**src/rtl/branch_predictor_bht.sv**
```systemverilog
// ---------------------------------------------------------------------------
// branch_predictor_bht
//   Bimodal / gshare branch predictor: ENTRIES saturating counters of
//   CTR_BITS each, plus the branch target adder used in ID.
//
//   Lookup (ID, combinational):
//     lookup_valid_i, lookup_pc_i, lookup_offset_i -> predict_o, target_o,
//     lookup_idx_o (the CPU carries lookup_idx_o down to MA).
//   Update (MA, registered):
//     update_valid_i, update_idx_i, update_taken_i, update_mispred_i.
//   Status:
//     ready_o          low while the table is being swept after reset.
//     stat_branches_o  resolved conditional branches (saturating).
//     stat_mispred_o   mispredicted branches (saturating).
//   clk_i / reset_i: rising-edge clock, synchronous active-high reset.
//
//   The table has no reset of its own: after reset an INIT sweep writes the
//   weakly-not-taken value into every entry, one per cycle, and ready_o
//   rises once the last entry is written.
// ---------------------------------------------------------------------------
module branch_predictor_bht #(
  parameter int ENTRIES  = 64,
  parameter int CTR_BITS = 2,
  parameter int GSHARE   = 0,
  parameter int GHR_BITS = 6,
  localparam int IDX_W   = $clog2(ENTRIES)
) (
  input  logic             clk_i,
  input  logic             reset_i,
  output logic             ready_o,
  // lookup (ID)
  input  logic             lookup_valid_i,
  input  logic [31:0]      lookup_pc_i,
  input  logic [31:0]      lookup_offset_i,
  output logic             predict_o,
  output logic [31:0]      target_o,
  output logic [IDX_W-1:0] lookup_idx_o,
  // training (MA)
  input  logic             update_valid_i,
  input  logic [IDX_W-1:0] update_idx_i,
  input  logic             update_taken_i,
  input  logic             update_mispred_i,
  // performance counters
  output logic [31:0]      stat_branches_o,
  output logic [31:0]      stat_mispred_o
);

  localparam logic [CTR_BITS-1:0] CTR_MAX  = '1;
  localparam logic [CTR_BITS-1:0] CTR_WNT  = CTR_BITS'((1 << (CTR_BITS - 1)) - 1);
  localparam logic [IDX_W-1:0]    PTR_LAST = IDX_W'(ENTRIES - 1);

  typedef enum logic {ST_INIT, ST_RUN} state_e;

  state_e              state_q;
  logic                ready_q;
  logic [IDX_W-1:0]    ptr_q;
  logic [31:0]         br_q, br_d;
  logic [31:0]         mp_q, mp_d;
  logic [CTR_BITS-1:0] ctr_q [ENTRIES];
  logic [CTR_BITS-1:0] ctr_cur, ctr_d;
  logic [IDX_W-1:0]    pc_idx;
  logic                upd_en;

  // Training only counts once the sweep is done; updates during INIT are dropped.
  assign upd_en = (state_q == ST_RUN) & update_valid_i;

  // -------------------------------------------------------------------------
  // Init sweep / run FSM. ready_q is registered alongside the state.
  // -------------------------------------------------------------------------
  always_ff @(posedge clk_i) begin
    if (reset_i) begin
      state_q <= ST_INIT;
      ptr_q   <= '0;
      ready_q <= 1'b0;
    end else begin
      case (state_q)
        ST_INIT: begin
          ptr_q <= ptr_q + 1'b1;
          if (ptr_q == PTR_LAST) begin
            state_q <= ST_RUN;
            ready_q <= 1'b1;
          end
        end
        ST_RUN: begin
          state_q <= ST_RUN;
          ready_q <= 1'b1;
        end
        default: begin
          state_q <= ST_INIT;
          ptr_q   <= '0;
          ready_q <= 1'b0;
        end
      endcase
    end
  end

  assign ready_o = ready_q;

  // -------------------------------------------------------------------------
  // Counter table. Sweep writes and training writes are mutually exclusive
  // by state. A reset cycle writes nothing, so an update in flight is lost.
  // -------------------------------------------------------------------------
  assign ctr_cur = ctr_q[update_idx_i];

  always_comb begin
    ctr_d = ctr_cur;
    if (update_taken_i) begin
      if (ctr_cur != CTR_MAX) ctr_d = ctr_cur + 1'b1;
    end else begin
      if (ctr_cur != '0)      ctr_d = ctr_cur - 1'b1;
    end
  end

  always_ff @(posedge clk_i) begin
    if (!reset_i) begin
      if (state_q == ST_INIT)  ctr_q[ptr_q]        <= CTR_WNT;
      else if (update_valid_i) ctr_q[update_idx_i] <= ctr_d;
    end
  end

  // -------------------------------------------------------------------------
  // Index generation. Instruction-aligned PC bits, optionally hashed with
  // the resolved-branch history (history never updates speculatively).
  // -------------------------------------------------------------------------
  assign pc_idx = lookup_pc_i[IDX_W+1:2];

  generate
    if (GSHARE != 0) begin : g_gshare
      logic [GHR_BITS-1:0] ghr_q, ghr_d;

      always_comb begin
        ghr_d = ghr_q;
        // Shift left, new outcome in LSB; the cast drops the oldest bit.
        if (upd_en) ghr_d = GHR_BITS'({ghr_q, update_taken_i});
      end

      always_ff @(posedge clk_i) begin
        if (reset_i) ghr_q <= '0;
        else         ghr_q <= ghr_d;
      end

      // Size cast zero-extends a short history or keeps the newest IDX_W bits.
      assign lookup_idx_o = pc_idx ^ IDX_W'(ghr_q);
    end else begin : g_bimodal
      assign lookup_idx_o = pc_idx;
    end
  endgenerate

  // Reads see the pre-update counter even when MA trains the same entry.
  assign predict_o = lookup_valid_i & ready_q & ctr_q[lookup_idx_o][CTR_BITS-1];
  assign target_o  = lookup_pc_i + lookup_offset_i;

  // -------------------------------------------------------------------------
  // Saturating performance counters.
  // -------------------------------------------------------------------------
  always_comb begin
    br_d = br_q;
    mp_d = mp_q;
    if (upd_en) begin
      if (br_q != '1)                      br_d = br_q + 32'd1;
      if (update_mispred_i && mp_q != '1)  mp_d = mp_q + 32'd1;
    end
  end

  always_ff @(posedge clk_i) begin
    if (reset_i) begin
      br_q <= '0;
      mp_q <= '0;
    end else begin
      br_q <= br_d;
      mp_q <= mp_d;
    end
  end

  assign stat_branches_o = br_q;
  assign stat_mispred_o  = mp_q;

endmodule
```
**config.mk**
```make
export PLATFORM = sky130hd
export DESIGN_NAME = branch_predictor_bht
export DESIGN_NICKNAME = d
export VERILOG_FILES = /design/src/rtl/branch_predictor_bht.sv
export SDC_FILE = /design/constraint.sdc
export NUM_CORES = 1
export LEC_CHECK = 0
export CAP_MARGIN = 10
export CELL_PAD_IN_SITES_DETAIL_PLACEMENT = 2
export CELL_PAD_IN_SITES_GLOBAL_PLACEMENT = 2
export CORE_AREA = 2 2 169 171
export CTS_CLUSTER_DIAMETER = 100
export DETAILED_ROUTE_END_ITERATION = 10
export DIE_AREA = 0 0 171 173
export DONT_BUFFER_PORTS = 1
export PLACE_DENSITY_LB_ADDON = 0.1
export SETUP_SLACK_MARGIN = 0.2
export SLEW_MARGIN = 20
export SYNTH_ARGS = -nofsm -noshare
export SYNTH_HDL_FRONTEND = slang
export SYNTH_SLANG_ARGS = --single-unit
```
**constraint.sdc**
```tcl
create_clock -name clk_i -period 7.04 [get_ports clk_i]
set_input_delay 0.704 -clock clk_i [delete_from_list [all_inputs] [get_ports clk_i]]
set_output_delay 0.704 -clock clk_i [all_outputs]
set_load 0.02 [all_outputs]
```
After elaboration in Yosys (flattened, before gate mapping) --
Memories as Yosys holds them, arrays and structs flattened. Index checks and enable logic that the tools add are counted.
Word-level totals: word-level logic and storage cells 43, flip-flop bits (word level) 72, input bits 76, ROM bits 0, output and inout bits 104, bits in latches 0, memories 1, memory bits (writable) 128
Operators by class: multiply operators 0, shifts and indexed selects 0, mux-type cells 17, add/subtract/negate cells 6, reduce and logical (&&, ||, !) cells 5, bitwise logic cells 4, equal/unequal tests 5, order comparisons 0, div/mod/pow operators 0
Memory list:
- ctr_q | depth 64, width 2, read ports 2, clocked after Yosys merged registers in 0, write ports 1, RTL line 59 | logic [CTR_BITS-1:0] ctr_q [ENTRIES];
Operators by type and width (number):
- $add A32 B1 Y32 const B | 2
- $ne A32 B32 Y1 const B | 2
- $add A32 B32 Y32 | 1
- $mux W1 | 10
- $mux W2 | 4
- $add A6 B1 Y6 const B | 1
- $eq A6 B6 Y1 const B | 1
- $mux W6 | 1
- $ne A2 B2 Y1 const B | 2
- $pmux W1 S2 | 2
- $reduce_and A2 Y1 | 2
- $and A1 B1 Y1 | 3
- $add A2 B1 Y2 const B | 1
- $reduce_bool A2 Y1 | 1
- $reduce_or A2 Y1 | 1
- $sub A2 B1 Y2 const B | 1
- $logic_and A1 B1 Y1 | 1
- $not A1 Y1 | 1

Logic depth before layout (Yosys ltp) --
depth in word-level cells 6, mapped depth 9, mapped depth without buffers 8

Least setup slack after synthesis --
No wires, ideal clock.
path kind input to register, start point in update_idx_i[0], end point mem ctr_q[0][0] (data pin), path buffers 2, data arrival time 4725 ps, slack 1613 ps, required time 6338 ps, library setup time 702 ps, stages 8, cell sequence buf_2 buf_2 mux4_2 o32ai_1 a32oi_1 nand4_1 a21oi_1 o21ai_0
On the way: longest elaborated chain between the ends 5, elaborated cells between the ends (all ways) 9, those cells by class add/sub: 2; eq/ne: 1; mux: 4; reduce/logical: 1; memory: 1
Ends and longest elaborated chain:
- from (decl) | RTL line 40 | input logic [IDX_W-1:0] update_idx_i,
- $mem_v2 Z64 W2 *
- $sub A2 B1 Y2 (tied with other cells) | RTL line 110 | if (ctr_cur != '0) ctr_d = ctr_cur - 1'b1;
- $mux W2, on equally long branches | RTL line 110, 108
- $mux W2 * | RTL line 107 | if (update_taken_i) begin
- $mux W2 (no source line) *
- to (decl) | RTL line 59
Mark *: on every way between the ends. The rest lies on a longest branch, timed or not.

Worst setup path after layout --
start point in lookup_pc_i[0], end point out target_o[24]
On the way: longest elaborated chain between the ends 1
Ends and longest elaborated chain:
- from (decl) | RTL line 33 | input logic [31:0] lookup_pc_i,
- $add A32 B32 Y32 | RTL line 151 | assign target_o = lookup_pc_i + lookup_offset_i;
- to (decl) | RTL line 36 | output logic [31:0] target_o,
No other way between the ends.

==> key figures <==
Timing
  – Minimum clock period: roughly 4.3 ns
  – Number of endpoints failing setup at the final stage: 0
  – Max transition margin: between 30% and 40%
  – Final count of hold timing violations: 0
  – Clock Skew: between 0.02 and 0.025 ns
  – Fmax: around 230 MHz
  – Fin. max-slew vios: 0
  – Post-route setup slack: about 2.7 ns
  – Ratio of final minimum period to clock period: between 60% and 70%
  – Least-Margin Pin Slew: roughly 1.0 ns
  – RSZ-0062 raised after global routing: no
  – Setup tns final: 0 ns

Critical path
  – Delay contributed by the slowest stage of the critical path: 0.57 ns
  – Critical Setup Path Class: in2out
  – Largest delay share family, worst path: compound AO/OA/AOI/OAI gates
  – Startpoint kind of the worst setup timing path: input pin
  – Data arrival time at the worst-slack endpoint: roughly 3.6 ns
  – Endpoint class of the critical path: output pin
  – Ordered list of cells on the worst path: ha_1, fa_1, a21o_1, a221oi_1, o22ai_1, o21ai_0, o31ai_1, xor2_1
  – Crit path required time: 6.34 ns
  – Number of buffer and inverter stages on the critical path: 0
  – CP max-delay cell: sky130_fd_sc_hd__o21ai_0
  – Maximum fanout along the worst path: 6

Drt
  – Avg WL per Cell: 24.5 um
  – Detailed Route Iter0 Violations: 510
  – Count of unresolved DRC violations after routing: 0
  – Overall via count from detail_route: ~9,000
  – Aggregate routed wire length: between 30,000 and 40,000 um
  – DR pass1 iterations: 5
  – Vias/cell: slightly above 6
  – Final ANT Viol Nets: 0

Synthesis
  – Proportion of synthesized chip area in sequential cells: a little under half
  – Post-synthesis mux area share: about 11%
  – Simple-gate area share of the yosys netlist: approximately 18%
  – Xor and xnor area share after synthesis: 5.78%
  – Number of enable flip-flop cells after synthesis: ~130
  – Number of nets in the synthesized netlist: around 1,200
  – Synth warnings: 0
  – Adder and majority cell fraction of the synthesized area: 3.95%
  – Largest family of logic cells by synthesized area: simple AND/OR/NAND/NOR gates
  – Distinct cell type count after synthesis: 74
  – Ys async rst share: 0%
  – Most common flop cell mapped by yosys: sky130_fd_sc_hd__edfxtp_1
  – Number of register bits inferred by synthesis: 200
  – Mapped cell area: 11,500 sq um
  – Mapped Cells: 1,081
  – Fraction of the mapped netlist area in compound gates: between 10% and 20%
  – Synthesized area per cell: about 11 sq um

Power and ir drop
  – Clock share of power: between 30% and 40%
  – Switching pwr: 0.732 mW
  – IR drop worst, VDD: just over 100 uV
  – Seq pwr share: between 40% and 50%
  – Power density over the cells: between 200 and 250 nW/um^2
  – Share of total power consumed by net switching: between 20% and 30%
  – Cell-internal power: ~1.9 mW
  – Leakage: ~4.3 nW
  – Part of the power in combinational logic: approximately an eighth

Floorplan
  – Effective utilization at floorplan: between 40% and 50%
  – Standard-cell row count: between 60 and 70
  – I/O pin total: 180
  – Die height: between 150 and 200 um
  – Die Footprint: between 20,000 and 30,000 sq um
  – Core area: roughly 28,000 sq um
  – Chip width: 171 um

Placement
  – Placed cell count: 1,403
  – Pre-CTS WS: roughly 2.6 ns
  – Port bufs: 0
  – Gpl congestion: approximately 0.80
  – Post-DP HPWL: 25,500 um

Global route
  – Largest net degree at the start of global routing: 78
  – Wire length of the first global-routing pass: approximately 55,000 um
  – Combined global-route utilization of all metal layers: about a quarter
  – Total gr overflow: 0
  – Number of global-route vias before repair: between 9,000 and 10,000
  – Number of antenna violations at the first check in global routing: 0

CTS
  – CTS tree: done
  – Post-cts sizing count: 0
  – Clock H-tree levels: 4
  – Number of clock sinks: 200
  – Clock latency reported for the late side of the worst-skew pair: 0.45 ns
  – Clock buffer count from CTS: 17
  – Buffers from clock root to sink, at most: 2
  – Clock input transition at the sequential cells of the worst setup and hold paths: around 0.080 ns
  – Root Buffer Master: sky130_fd_sc_hd__clkbuf_16
  – Number of hold-repair buffers added at the cts stage: 0
  – Setup fix buffers added after clock tree synthesis: 0

Outcome
  – Run status: finished clean

Cells and area
  – Ant. Diodes: 0
  – Finished Layout Cells: 1,435
  – Share of cells above drive strength 1: slightly below 10%
  – Relative area change from synthesis to final layout: 7.66%
  – Nets: roughly 1,200

Min path
  – Class of the tightest hold or removal check: in2reg

Job
  – Maximum capacitance violations: 0
## cell usage in the layout, fill, tap and decap left out, types with 31 or more instances in the layout
cell type	synthesis	final
sky130_fd_sc_hd__o21ai_0	32	31
sky130_fd_sc_hd__xnor2_1	56	56
sky130_fd_sc_hd__ha_1	34	34
sky130_fd_sc_hd__nor2_1	151	150
sky130_fd_sc_hd__nand2_1	71	71
sky130_fd_sc_hd__edfxtp_1	128	128
sky130_fd_sc_hd__a21oi_1	44	44
sky130_fd_sc_hd__mux4_2	53	53
sky130_fd_sc_hd__nand3_1	33	33
sky130_fd_sc_hd__dfxtp_1	72	72
## area by class of cell
class / count / area (sq um)
Tap cell: 378 / 473
Fill cell: 2867 / 15200
Sequential cell: 200 / 5290
Inverter: 26 / 97.6
Multi-Input combinational cell: 795 / 5890
Clock inverter: 15 / 199
Timing Repair Buffer: 4 / 30.0
Clock buffer: 17 / 425
## worst paths after layout
kind,startpoint,to,slack (ns),depth (start not counted)
setup / recovery,lookup_pc_i[0],target_o[24],2.70,8
hold / removal,reset_i,stat_branches_o[12],0.33,1
setup reg to reg,ctr_q[42][0],ctr_q[43][0],4.04,7
hold reg to reg,ptr_q[0],ptr_q[0],0.57,2
## stage by stage
step / hold slack (ns) / power, mW / util, % / cell area [sq um]
2_1_floorplan: 0.512 / 1.55 / - / 11500
3_3_place_gp: 0.544 / 1.59 / 42.6 / 11800
4_1_cts: 0.293 / 2.63 / 44.9 / 12400
6_report: 0.329 / 2.61 / 44.9 / 12400
5_1_grt: 0.293 / 2.69 / 44.9 / 12400
3_5_place_dp: 0.568 / 1.60 / 42.6 / 11800
## power groups by stage
stage / Sequential, mW / Combinational [mW] / Clock, mW
finish: 1.24 / 0.334 / 1.03
CTS: 1.24 / 0.336 / 1.05
global route: 1.24 / 0.362 / 1.09
detailed placement: 1.26 / 0.334 / 0
global placement: 1.26 / 0.328 / 0
floorplan: 1.26 / 0.291 / 0
## logic make-up (layout without fill, tap and decap cells)
kind of cell	Yosys count	after routing
compound gates	202	202
xor+xnor	76	76
fa+ha+maj	36	36
buf+inv	86	62
flops	200	200
mux	64	64
simple gates	417	417
## state kept, by name, summed over array words and instances (netlist names)
name / flops
stat_branches_o: 32
stat_mispred_o: 32
state_q: 1
ptr_q: 6
ctr_q: 128
ready_o: 1
## routing by layer
metal  GRT usage [%]  wire, um  part of all wire [%]
met4            5.86       535                   1.5
met5               0         0                     0
met3            4.55      1790                   5.1
met2            40.9     17600                    50
met1            31.8     15200                    43
## synth_stat cells (all sizes together), types with 3 or more instances
cell,n,area share (%)
a211o,3,0.23
o22ai,7,0.38
o21ai,33,1.4
o31ai,4,0.26
clkbuf,41,1.3
or2,4,0.22
o211ai,10,0.65
or4,4,0.26
and4,14,1.1
nand2b,11,0.60
or3b,3,0.23
inv,26,0.85
a21oi,44,1.9
ha,34,3.7
edfxtp,128,33
nand2,71,2.3
xnor2,56,4.3
o21bai,3,0.20
xor2,20,1.5
o21a,8,0.52
nand3b,6,0.39
o32ai,7,0.53
o22a,3,0.23
nor2,151,4.9
nand3,33,1.4
or3,12,0.65
mux2i,9,0.78
a31oi,4,0.22
nor3b,3,0.20
nand4,25,1.4
nor4,14,0.76
mux4,53,10
dfxtp,72,13
a211oi,13,0.85
and2,5,0.27
a21o,25,1.6
buf,19,1.0
nor2b,11,0.60
and3,20,1.1
a2111oi,7,0.53
nor3,26,1.1
Note: power is estimated with default switching activity, not from simulation.
